$ cat src/rtl/id_ex_stage.sv
// rtl/id_ex_stage.sv - ID/EX pipeline register with operand select, MEM/WB forwarding and load-use stall
// Optional stall counter output enabled by defining ID_EX_STALL_CNT_EN.
module id_ex_stage #(
    parameter int DW = 32,
    parameter int RW = 5
) (
    input  logic          clk,
    input  logic          rst_n,
    input  logic          id_valid,
    input  logic [3:0]    id_alu_op,
    input  logic [RW-1:0] id_rs_addr,
    input  logic [RW-1:0] id_rt_addr,
    input  logic [RW-1:0] id_rd_addr,
    input  logic [DW-1:0] id_rs_data,
    input  logic [DW-1:0] id_rt_data,
    input  logic [DW-1:0] id_imm,
    input  logic [4:0]    id_sa,
    input  logic          id_use_sa,
    input  logic          id_use_imm,
    input  logic          id_reg_write,
    input  logic          id_mem_read,
    input  logic          id_mem_write,
    input  logic          flush,
    input  logic          stall_ext,
    input  logic          mem_reg_write,
    input  logic [RW-1:0] mem_rd_addr,
    input  logic [DW-1:0] mem_alu_res,
    input  logic          wb_reg_write,
    input  logic [RW-1:0] wb_rd_addr,
    input  logic [DW-1:0] wb_data,
    output logic          id_stall,
    output logic          ex_valid,
    output logic [3:0]    ex_alu_op,
    output logic [DW-1:0] ex_opnd1,
    output logic [DW-1:0] ex_opnd2,
    output logic [DW-1:0] ex_store_data,
    output logic [RW-1:0] ex_rd_addr,
    output logic          ex_reg_write,
    output logic          ex_mem_read,
    output logic          ex_mem_write
`ifdef ID_EX_STALL_CNT_EN
    ,
    output logic [15:0]   stall_cnt
`endif
);

    logic          valid_q, valid_d;
    logic [3:0]    alu_op_q, alu_op_d;
    logic [RW-1:0] rs_addr_q, rs_addr_d;
    logic [RW-1:0] rt_addr_q, rt_addr_d;
    logic [RW-1:0] rd_addr_q, rd_addr_d;
    logic [DW-1:0] rs_data_q, rs_data_d;
    logic [DW-1:0] rt_data_q, rt_data_d;
    logic [DW-1:0] imm_q, imm_d;
    logic [4:0]    sa_q, sa_d;
    logic          use_sa_q, use_sa_d;
    logic          use_imm_q, use_imm_d;
    logic          reg_write_q, reg_write_d;
    logic          mem_read_q, mem_read_d;
    logic          mem_write_q, mem_write_d;

    logic          wb_hit_rs, wb_hit_rt;
    logic          bubble;
    logic [DW-1:0] fwd_rs, fwd_rt;

    // Load-use: a load in EX whose destination the ID instruction reads.
    always_comb begin
        id_stall = 1'b0;
        if (valid_q && mem_read_q && id_valid && (rd_addr_q != '0)) begin
            if (((rd_addr_q == id_rs_addr) && !id_use_sa) || (rd_addr_q == id_rt_addr)) begin
                id_stall = 1'b1;
            end
        end
    end

    assign wb_hit_rs = wb_reg_write && (wb_rd_addr != '0) && (wb_rd_addr == id_rs_addr);
    assign wb_hit_rt = wb_reg_write && (wb_rd_addr != '0) && (wb_rd_addr == id_rt_addr);
    assign bubble    = flush || (!stall_ext && id_stall);

    always_comb begin
        valid_d     = valid_q;
        alu_op_d    = alu_op_q;
        rs_addr_d   = rs_addr_q;
        rt_addr_d   = rt_addr_q;
        rd_addr_d   = rd_addr_q;
        rs_data_d   = rs_data_q;
        rt_data_d   = rt_data_q;
        imm_d       = imm_q;
        sa_d        = sa_q;
        use_sa_d    = use_sa_q;
        use_imm_d   = use_imm_q;
        reg_write_d = reg_write_q;
        mem_read_d  = mem_read_q;
        mem_write_d = mem_write_q;
        if (bubble) begin
            valid_d     = 1'b0;
            reg_write_d = 1'b0;
            mem_read_d  = 1'b0;
            mem_write_d = 1'b0;
        end else if (!stall_ext) begin
            valid_d     = id_valid;
            alu_op_d    = id_alu_op;
            rs_addr_d   = id_rs_addr;
            rt_addr_d   = id_rt_addr;
            rd_addr_d   = id_rd_addr;
            // Register file written this cycle: take the value being written.
            rs_data_d   = wb_hit_rs ? wb_data : id_rs_data;
            rt_data_d   = wb_hit_rt ? wb_data : id_rt_data;
            imm_d       = id_imm;
            sa_d        = id_sa;
            use_sa_d    = id_use_sa;
            use_imm_d   = id_use_imm;
            reg_write_d = id_reg_write && id_valid;
            mem_read_d  = id_mem_read && id_valid;
            mem_write_d = id_mem_write && id_valid;
        end
    end

    always_ff @(posedge clk or negedge rst_n) begin
        if (!rst_n) begin
            valid_q     <= 1'b0;
            alu_op_q    <= '0;
            rs_addr_q   <= '0;
            rt_addr_q   <= '0;
            rd_addr_q   <= '0;
            rs_data_q   <= '0;
            rt_data_q   <= '0;
            imm_q       <= '0;
            sa_q        <= '0;
            use_sa_q    <= 1'b0;
            use_imm_q   <= 1'b0;
            reg_write_q <= 1'b0;
            mem_read_q  <= 1'b0;
            mem_write_q <= 1'b0;
        end else begin
            valid_q     <= valid_d;
            alu_op_q    <= alu_op_d;
            rs_addr_q   <= rs_addr_d;
            rt_addr_q   <= rt_addr_d;
            rd_addr_q   <= rd_addr_d;
            rs_data_q   <= rs_data_d;
            rt_data_q   <= rt_data_d;
            imm_q       <= imm_d;
            sa_q        <= sa_d;
            use_sa_q    <= use_sa_d;
            use_imm_q   <= use_imm_d;
            reg_write_q <= reg_write_d;
            mem_read_q  <= mem_read_d;
            mem_write_q <= mem_write_d;
        end
    end

    // MEM is the younger result, so it beats WB; register 0 is hardwired.
    always_comb begin
        fwd_rs = rs_data_q;
        if (mem_reg_write && (mem_rd_addr != '0) && (mem_rd_addr == rs_addr_q)) begin
            fwd_rs = mem_alu_res;
        end else if (wb_reg_write && (wb_rd_addr != '0) && (wb_rd_addr == rs_addr_q)) begin
            fwd_rs = wb_data;
        end
    end

    always_comb begin
        fwd_rt = rt_data_q;
        if (mem_reg_write && (mem_rd_addr != '0) && (mem_rd_addr == rt_addr_q)) begin
            fwd_rt = mem_alu_res;
        end else if (wb_reg_write && (wb_rd_addr != '0) && (wb_rd_addr == rt_addr_q)) begin
            fwd_rt = wb_data;
        end
    end

    assign ex_valid      = valid_q;
    assign ex_alu_op     = alu_op_q;
    assign ex_opnd1      = use_sa_q ? {{(DW-5){1'b0}}, sa_q} : fwd_rs;
    assign ex_opnd2      = use_imm_q ? imm_q : fwd_rt;
    assign ex_store_data = fwd_rt;
    assign ex_rd_addr    = rd_addr_q;
    assign ex_reg_write  = reg_write_q;
    assign ex_mem_read   = mem_read_q;
    assign ex_mem_write  = mem_write_q;

`ifdef ID_EX_STALL_CNT_EN
    logic [15:0] stall_cnt_q, stall_cnt_d;

    always_comb begin
        stall_cnt_d = stall_cnt_q;
        if (id_stall && !stall_ext && !flush && (stall_cnt_q != 16'hFFFF)) begin
            stall_cnt_d = stall_cnt_q + 16'd1;
        end
    end

    always_ff @(posedge clk or negedge rst_n) begin
        if (!rst_n) begin
            stall_cnt_q <= '0;
        end else begin
            stall_cnt_q <= stall_cnt_d;
        end
    end

    assign stall_cnt = stall_cnt_q;
`endif

endmodule

$ cat config.mk
export PLATFORM = sky130hd
export DESIGN_NAME = id_ex_stage
export DESIGN_NICKNAME = d
export VERILOG_FILES = /design/src/rtl/id_ex_stage.sv
export SDC_FILE = /design/constraint.sdc
export NUM_CORES = 1
export LEC_CHECK = 0
export CAP_MARGIN = 5
export CORE_AREA = 3 3 139 141
export DETAILED_ROUTE_END_ITERATION = 10
export DIE_AREA = 0 0 142 144
export GPL_TIMING_DRIVEN = 0
export PLACE_DENSITY_LB_ADDON = 0.1
export SLEW_MARGIN = 0
export SYNTH_ARGS = -nofsm -noshare
export SYNTH_HDL_FRONTEND = slang
export SYNTH_SLANG_ARGS = --single-unit
$ cat constraint.sdc
create_clock -name clk -period 3.1 [get_ports clk]
set_clock_uncertainty 0.15 [all_clocks]
set_input_delay 0.62 -clock clk [delete_from_list [all_inputs] [get_ports clk]]
set_output_delay 0.62 -clock clk [all_outputs]
set_load 0.005 [all_outputs]
Yosys cells after proc, flatten, opt, wreduce, memory -nomap -nowiden
Cells that the tools add are included.
- eq/ne operators: 9
- muxes and demuxes: 18
- bitwise logic cells: 2
- reduce and logical (&&, ||, !) cells: 24
- operator list (operator ; number):
    two-way mux 32 bit ; 8
    equality test 5 bit ; 8
    logical AND 1 bit ; 16
    nonzero test 5 bit ; 3
    two-way mux 1 bit ; 10
    zero test 1 bit ; 2
    logical OR 1 bit ; 2
    inequality test 2 x 1 -> 1 bit (second input constant) ; 1
    NOT 1 bit ; 2
    AND reduction 2 bit ; 1
- flip-flop bits (word level): 126
- input bits: 206
- output and inout bits: 110
- word-level logic and storage cells: 67

Logic depth before layout (Yosys ltp)
Gate-level depths: netlist of the first run.
- depth after elaboration: 9
- gate-level depth with buffers: 8
- depth with buffers taken out: 5

Least setup slack after synthesis of the first run
Ideal clock, no wire load.
- kind: input-to-output
- start point: in wb_rd_addr[1]
- end point: out ex_opnd2[27]
- data arrival time: 2324 ps
- required time: 2330 ps
- slack: 6 ps
- stages on the path: 8
- path buffers: 3
- path through: buf_2 -> or4_4 -> o21a_1 -> buf_2 -> clkbuf_1 -> nand4_1 -> a31oi_1 -> mux2_2
- word-level cells in the longest chain between the ends: 6
- elaborated cells on any way between the ends: 7
- classes of those cells: 1 x eq/ne; 3 x mux; 3 x reduce/logical
- ends and longest elaborated chain (item ; line ; source):
    start: declaration ; 29 ; input logic [RW-1:0] wb_rd_addr,
    nonzero test 5 bit ; 167 ; end else if (wb_reg_write && (wb_rd_addr != '0) && (wb_rd_addr == rt_addr_q)) begin
    logical AND 1 bit ; 167 ;
    logical AND 1 bit (*) ; 167 ;
    two-way mux 32 bit (*) ; 167 ;
    two-way mux 32 bit (*) ; 165 ; if (mem_reg_write && (mem_rd_addr != '0) && (mem_rd_addr == rt_addr_q)) begin
    net ex_store_data[27] ; 36 ; output logic [DW-1:0] ex_store_data,
    two-way mux 32 bit (*) ; 175 ; assign ex_opnd2 = use_imm_q ? imm_q : fwd_rt;
    end: declaration ; 35 ; output logic [DW-1:0] ex_opnd2,
The timed path passes the listed nets; every way through them passes the cells marked *.

Final worst setup path of the first run
- start point: in mem_rd_addr[4]
- end point: out ex_opnd2[28]
- word-level cells in the longest chain between the ends: 5
- elaborated cells on any way between the ends: 6
- classes of those cells: 1 x eq/ne; 2 x mux; 3 x reduce/logical
- ends and longest elaborated chain (item ; line ; source):
    start: declaration ; 26 ; input logic [RW-1:0] mem_rd_addr,
    nonzero test 5 bit ; 165 ;
    logical AND 1 bit ; 165 ;
    logical AND 1 bit (*) ; 165 ;
    two-way mux 32 bit (*) ; 165 ;
    two-way mux 32 bit (*) ; 175 ;
Mark *: on every way between the ends. The rest lies on a longest branch, timed or not.

==> results of run 1 <==
[worst min path at each step]
stage | cells past startpoint | from | end
global placement | 1 | ex_reg_write$_DFFE_PN0P_ | ex_reg_write$_DFFE_PN0P_
floorplan | 0 | rst_n | ex_alu_op[0]$_DFFE_PN0P_
global route | 1 | rst_n | imm_q[2]$_DFFE_PN0P_
finish | 1 | rst_n | imm_q[2]$_DFFE_PN0P_
detailed placement | 1 | sa_q[1]$_DFFE_PN0P_ | sa_q[1]$_DFFE_PN0P_
CTS | 1 | rst_n | ex_alu_op[2]$_DFFE_PN0P_
[power by group through the flow]
stage | registers, mW | logic, mW | clock network (mW)
6_report | 2.10 | 3.01 | 2.37
5_1_grt | 2.12 | 3.15 | 2.45
4_1_cts | 2.06 | 2.64 | 2.38
3_5_place_dp | 2.06 | 2.11 | 0
3_3_place_gp | 2.05 | 2.08 | 0
2_1_floorplan | 2.02 | 0.962 | 0
[what timing repair did]
| action | in CTS | in global routing |
|---|---|---|
| endpoints found under the hold margin | 0 | 0 |
| gates cloned | 9 | 1 |
| pin swaps | 82 | 54 |
| gates resized for setup | 726 | 182 |
| endpoints found under the setup margin | 97 | 119 |
| setup buffers | 98 | 29 |
[cell families (layout without fill, tap and decap cells)]
group | after synthesis | in the layout | synth area share
muxes | 247 | 247 | 0.337
DFF | 126 | 126 | 0.387
and+or+nand+nor | 125 | 125 | 0.0826
AOI/OAI and AO/OA | 112 | 113 | 0.101
buffers and inverters | 78 | 538 | 0.0492
xor gates and xnor gates | 40 | 40 | 0.0431
[metal layers]
layer | part of all wire | up-vias | track usage
li1 | - | 3675 | -
met1 | 0.38 | 4314 | 0.405
met2 | 0.50 | 446 | 0.551
met3 | 0.077 | 84 | 0.0797
met4 | 0.038 | 0 | 0.121
met5 | 0 | - | 0
[worst max-delay path, stage by stage]
cell and delay [ns]:
buf_8 0.10, or4_4 0.55, o211ai_4 0.24, or2_4 0.23, buf_8 0.14, buf_6 0.10, a31oi_4 0.12, buf_6 0.15
mux2_4 0.26, buf_6 0.11
[cell type report]
cell class,count,area (um2)
clock buffer,17,425
buffer,69,714
timing repair buffer,433,4420
fill,1016,2930
clock inverter,15,258
sequential,126,3160
multi-input combinational,525,5880
inverter,4,15.0
tap,229,287
[state kept, by name (all words and copies together) (netlist names)]
name / flops
use_imm_q: 1
ex_reg_write: 1
ex_valid: 1
rt_data_q: 32
rs_data_q: 32
sa_q: 5
rs_addr_q: 5
ex_mem_read: 1
use_sa_q: 1
ex_alu_op: 4
ex_rd_addr: 5
rt_addr_q: 5
imm_q: 32
ex_mem_write: 1
[placed cells by master, fill, tap and decap left out, types with 25 or more instances in the layout]
cell type        Yosys  final
mux2_2             154    123
dfrtp_1            126    123
nand4_1             34     34
mux2_1              61     60
buf_4                4     40
xnor2_1             32     25
buf_6                9    137
nor2_1              30     25
clkdlybuf4s50_1      0    203
buf_2               20     50
mux2_4               0     32
[metrics by stage]
step,setup slack [ns],utilization,TNS [ns]
after floorplan,0.00603,-,0
after global placement,-4.21,0.637,-651.43
after detailed placement,-1.55,0.639,-124.09
after CTS,-0.323,0.787,-17.12
after global routing,-0.330,0.838,-20.08
final,-0.309,0.838,-17.34
==> results.yml, run 1 <==
run:
  drv_cap: 0
synth:
  netlist_top_cells_area: "dfrtp_1 39%, mux2_2 21%, mux2_1 8.4%"
  ys_warn_count: 0
  synth.cell_area_um2: 8140
  ys_ff_latch: 126
  synth.most_common_cell: "mux2_2"
  yosysSeqAreaShare: 0.387
  synthFlopType: "dfrtp_1"
  synth_top_cell_area_share: 0.387
  synthDistinctLibCells: 39
  synthTopCellsByCount: "154 x mux2_2, 126 x dfrtp_1, 61 x mux2_1, 36 x nor3_1, 35 x clkbuf_1"
  synth-edff-count: 0
  synthArstFlopShare: 1.00
  syn_area_per_cell_um2: 11.2
  synth_cells: 728
  synth_top_area_cell: "dfrtp_1"
  syn_nets: 934
timing:
  relSlewSlack: 0.411
  fin_crit_ns: 3.41
  hold_viol: 0
  rsz0062_at_grt: "yes"
  fin_ws_ns: -0.309
  setup-violations-final: 95
  drv_slew: 0
  fin_hold_ws_ns: 0.0333
  clock.fmax_mhz: 293
  worstMarginPinSlew_ns: 0.884
  period_share: 1.10
worst_setup_path:
  crit_required_ns: 2.33
  r2r_setup_slack_ns: 0.23
  cp_max_fo: 5
  reg2reg_from: "ex_rd_addr[1]$_DFFE_PN0P_"
  worstPathArrival_ns: 2.64
  r2r-end: "imm_q[28]$_DFFE_PN0P_"
  critPathLaunch: "mem_rd_addr[4]"
  cp-endpoint: "ex_opnd2[28]"
  worstSetupStartpointType: "input port"
  reg2reg_depth: 7
  worst-setup-path-type: "in -> out"
  cp-end-kind: "primary output"
routing:
  wl_per_cell_um: 25.4
  drc: 0
  routed_via_density: 6.01
  drtPass1Iterations: 5
  wirelength_mm: 36.0
  vias: 8519
  detail-route-antenna-nets: 0
  drt_iter0_drc: 611
worst_hold_path:
  hp-class: "in -> async"
floorplanning:
  ios: 316
  std_cell_rows: 49
  die_h_um: 144
  fp.dieArea_um2: 20400
  start_util: 0.450
  core_um2: 18100
  die_w_um: 142
cts:
  path_clk_slew_ns: 0.06
  clock_path_buffers: 2
  hold_buffers: 0
  worstSkewPairLatency_ns: 0.43
  cts_buffers: 17
  cts_max_level: 4
  cts_tree: "built"
  cts-root-buf: "clkbuf_16"
  cts.sinks: 126
final_layout:
  antenna_cells: 0
  final_area_um2: 15200
  num-nets-final: 1382
  areaGrowthSynthToFinish_pct: 86.3
  final-instance-count-excl-fill: 1418
  drive_above_1_share: 0.524
pwr:
  clkPwrFrac: 0.317
  switching_share: 0.309
  p_switching_mw: 2.31
  seqPwrFrac: 0.281
  ir_drop_v: 0.000430
  internal-power_mw: 5.17
  combPwrFrac: 0.402
  power_density_nw_per_um2: 494
  power_leakage_nw: 6.21
  power_mw: 7.48
place:
  port_buffers: 310
  placed_area_um2: 11600
  place.gp.congestion: 0.822
  dp.cells: 1268
  hpwl_mm: 21.9
grt:
  grt.overflow.total: 0
  grt_usage: 0.325
  antenna_found_initial: 0
  grt_pass1_vias: 8747
  grt_max_degree: 66
  grt_pass1_wl_mm: 51.0
run_status:
  status: "complete, but fails checks"
  violations: "setup timing"
Note: power is estimated with default switching activity, not from simulation.
==> run 2: changes to the inputs <==
--- a/config.mk
+++ b/config.mk
@@ -5,7 +5,7 @@
 export SDC_FILE = /design/constraint.sdc
 export NUM_CORES = 1
 export LEC_CHECK = 0
-export CAP_MARGIN = 5
+export CAP_MARGIN = 25
 export CORE_AREA = 3 3 139 141
 export DETAILED_ROUTE_END_ITERATION = 10
 export DIE_AREA = 0 0 142 144
==> run 2 against run 1 <==
Against the previous run:
- sequential share of layout area stayed put
- largest cell class unchanged
- hold slack unchanged
- die area stayed put
- critical path type unchanged
- the run still ends with setup timing left
- sequential power about the same
- design area did not move
- worst setup slack unchanged
- routed wire length is the same
- utilization unchanged
==> results.yml, run 2 (synthesized netlist as in run 1, its figures left out) <==
timing:
  relSlewSlack: 0.411
  hold_viol: 0
  setup-violations-final: 95
  drv_slew: 0
  fin_ws_ns: -0.309
  fin_crit_ns: 3.41
  worstMarginPinSlew_ns: 0.884
  period_share: 1.10
  fin_setup_tns_ns: -17.34
  rsz0062_at_grt: "yes"
  clock.fmax_mhz: 293
floorplanning:
  die_h_um: 144
  fp.dieArea_um2: 20400
  std_cell_rows: 49
  core_um2: 18100
  die_w_um: 142
  ios: 316
  start_util: 0.450
routing:
  drc: 0
  drtPass1Iterations: 5
  detail-route-antenna-nets: 0
  drt_iter0_drc: 611
  wl_per_cell_um: 25.4
  vias: 8519
  routed_via_density: 6.01
  wirelength_mm: 36.0
worst_setup_path:
  worstSetupStartpointType: "input port"
  worst_path_max_delay_cell: "or4_4"
  reg2reg_depth: 7
  worst-setup-path-type: "in -> out"
  cp-end-kind: "primary output"
  crit_required_ns: 2.33
  cp_cell_sequence: "buf_8, or4_4, o211ai_4, or2_4, buf_8, buf_6, a31oi_4, buf_6, mux2_4, buf_6"
  cp_common_cell: "buf_6"
  cp_top_family: "simple AND/OR/NAND/NOR gates"
  crit_buf_inv: 5
  cp_max_fo: 5
  worstPathArrival_ns: 2.64
  slowest_delay_ns: 0.55
  worst-path-stages: 10
final_layout:
  layout_common_cells: "203 x clkdlybuf4s50_1, 137 x buf_6, 123 x mux2_2, 123 x dfrtp_1, 60 x mux2_1"
  drive_above_1_share: 0.524
  reg_top3: "imm_q (32), rs_data_q (32), rt_data_q (32)"
  antenna_cells: 0
  num-nets-final: 1382
  areaGrowthSynthToFinish_pct: 86.3
  layout_commonest_cell: "clkdlybuf4s50_1"
  fill_cells: 1016
  final_area_um2: 15200
cts:
  cts_tree: "built"
  cts_buffers: 17
  cts-root-buf: "clkbuf_16"
  clock_path_buffers: 2
  cts.sinks: 126
  worstSkewPairLatency_ns: 0.43
  hold_buffers: 0
  path_clk_slew_ns: 0.06
  cts_max_level: 4
place:
  hpwl_mm: 21.9
  placed_area_um2: 11600
  port_buffers: 310
  place.gp.congestion: 0.822
grt:
  grt_max_degree: 66
  grt_pass1_wl_mm: 51.0
  grt.overflow.total: 0
  antenna_found_initial: 0
  grt_usage: 0.325
  grt_pass1_vias: 8747
run:
  drv_cap: 0
worst_hold_path:
  hp-class: "in -> async"
pwr:
  power_mw: 7.48
  power_density_nw_per_um2: 494
  power_leakage_nw: 6.21
  ir_drop_v: 0.000430
run_status:
  status: "complete, but fails checks"
  violations: "setup timing"
run 2: cell counts in the layout (fill, tap and decap cells not counted):
Identical to the previous run, type by type.
run 2: stage by stage:
step           instances   util  hold WS [ns]  setup slack [ns]
3_3_place_gp        1267  0.637         0.327             -4.21
5_1_grt             1418  0.838        0.0675            -0.330
2_1_floorplan        728      -         0.174           0.00603
3_5_place_dp        1268  0.639         0.341             -1.55
4_1_cts             1399  0.787        0.0623            -0.323
6_report            1418  0.838        0.0333            -0.309
run 2: metal layers:
layer	GRT usage	vias up	wire (um)
li1	-	3675	-
met5	0	-	0
met1	0.405	4314	13800
met3	0.0797	84	2780
met2	0.551	446	18000
met4	0.121	0	1380
run 2: repair_timing:
item / in CTS / in global routing
buffers inserted: 98 / 29
gates cloned: 9 / 1
gates resized for setup: 726 / 182
hold endpoints to repair: 0 / 0
setup endpoints to repair: 97 / 119
pin swaps: 82 / 54
run 2: power breakdown:
part / internal (mW) / switching [mW] / leakage (nW)
sequential: 1.89 / 0.210 / 1.48
clock: 1.52 / 0.848 / 0.329
combinational: 1.75 / 1.25 / 4.39
total: 5.17 / 2.31 / 6.21
run 2: final cells by class:
type	count	area (um2)	share of cell area
multi-input cells	525	5880	0.388
repair buffers	433	4420	0.291
clock inverters	15	258	0.0170
clock buffers	17	425	0.0281
well taps	229	287	0.0189
flip-flops and latches	126	3160	0.208
plain buffers	69	714	0.0471
inverters	4	15.0	0.000991
run 2: final timing paths:
path	endpoint	start	slack [ns]
max in group asynchronous	rt_data_q[20]$_DFFE_PN0P_	rst_n	2.00
hold reg to reg	ex_reg_write$_DFFE_PN0P_	ex_reg_write$_DFFE_PN0P_	0.36
min in group clk	ex_reg_write$_DFFE_PN0P_	ex_reg_write$_DFFE_PN0P_	0.36
setup / recovery	ex_opnd2[28]	mem_rd_addr[4]	-0.31
setup reg to reg	imm_q[28]$_DFFE_PN0P_	ex_rd_addr[1]$_DFFE_PN0P_	0.23
hold / removal	imm_q[2]$_DFFE_PN0P_	rst_n	0.03
==> run 3: changes to the inputs <==
--- a/config.mk
+++ b/config.mk
@@ -7,6 +7,7 @@
 export LEC_CHECK = 0
 export CAP_MARGIN = 25
 export CORE_AREA = 3 3 139 141
+export CTS_CLUSTER_DIAMETER = 50
 export DETAILED_ROUTE_END_ITERATION = 10
 export DIE_AREA = 0 0 142 144
 export GPL_TIMING_DRIVEN = 0
==> results of run 3 <==
Same layout as run 2: the final DEF is identical, and so are final timing and power.
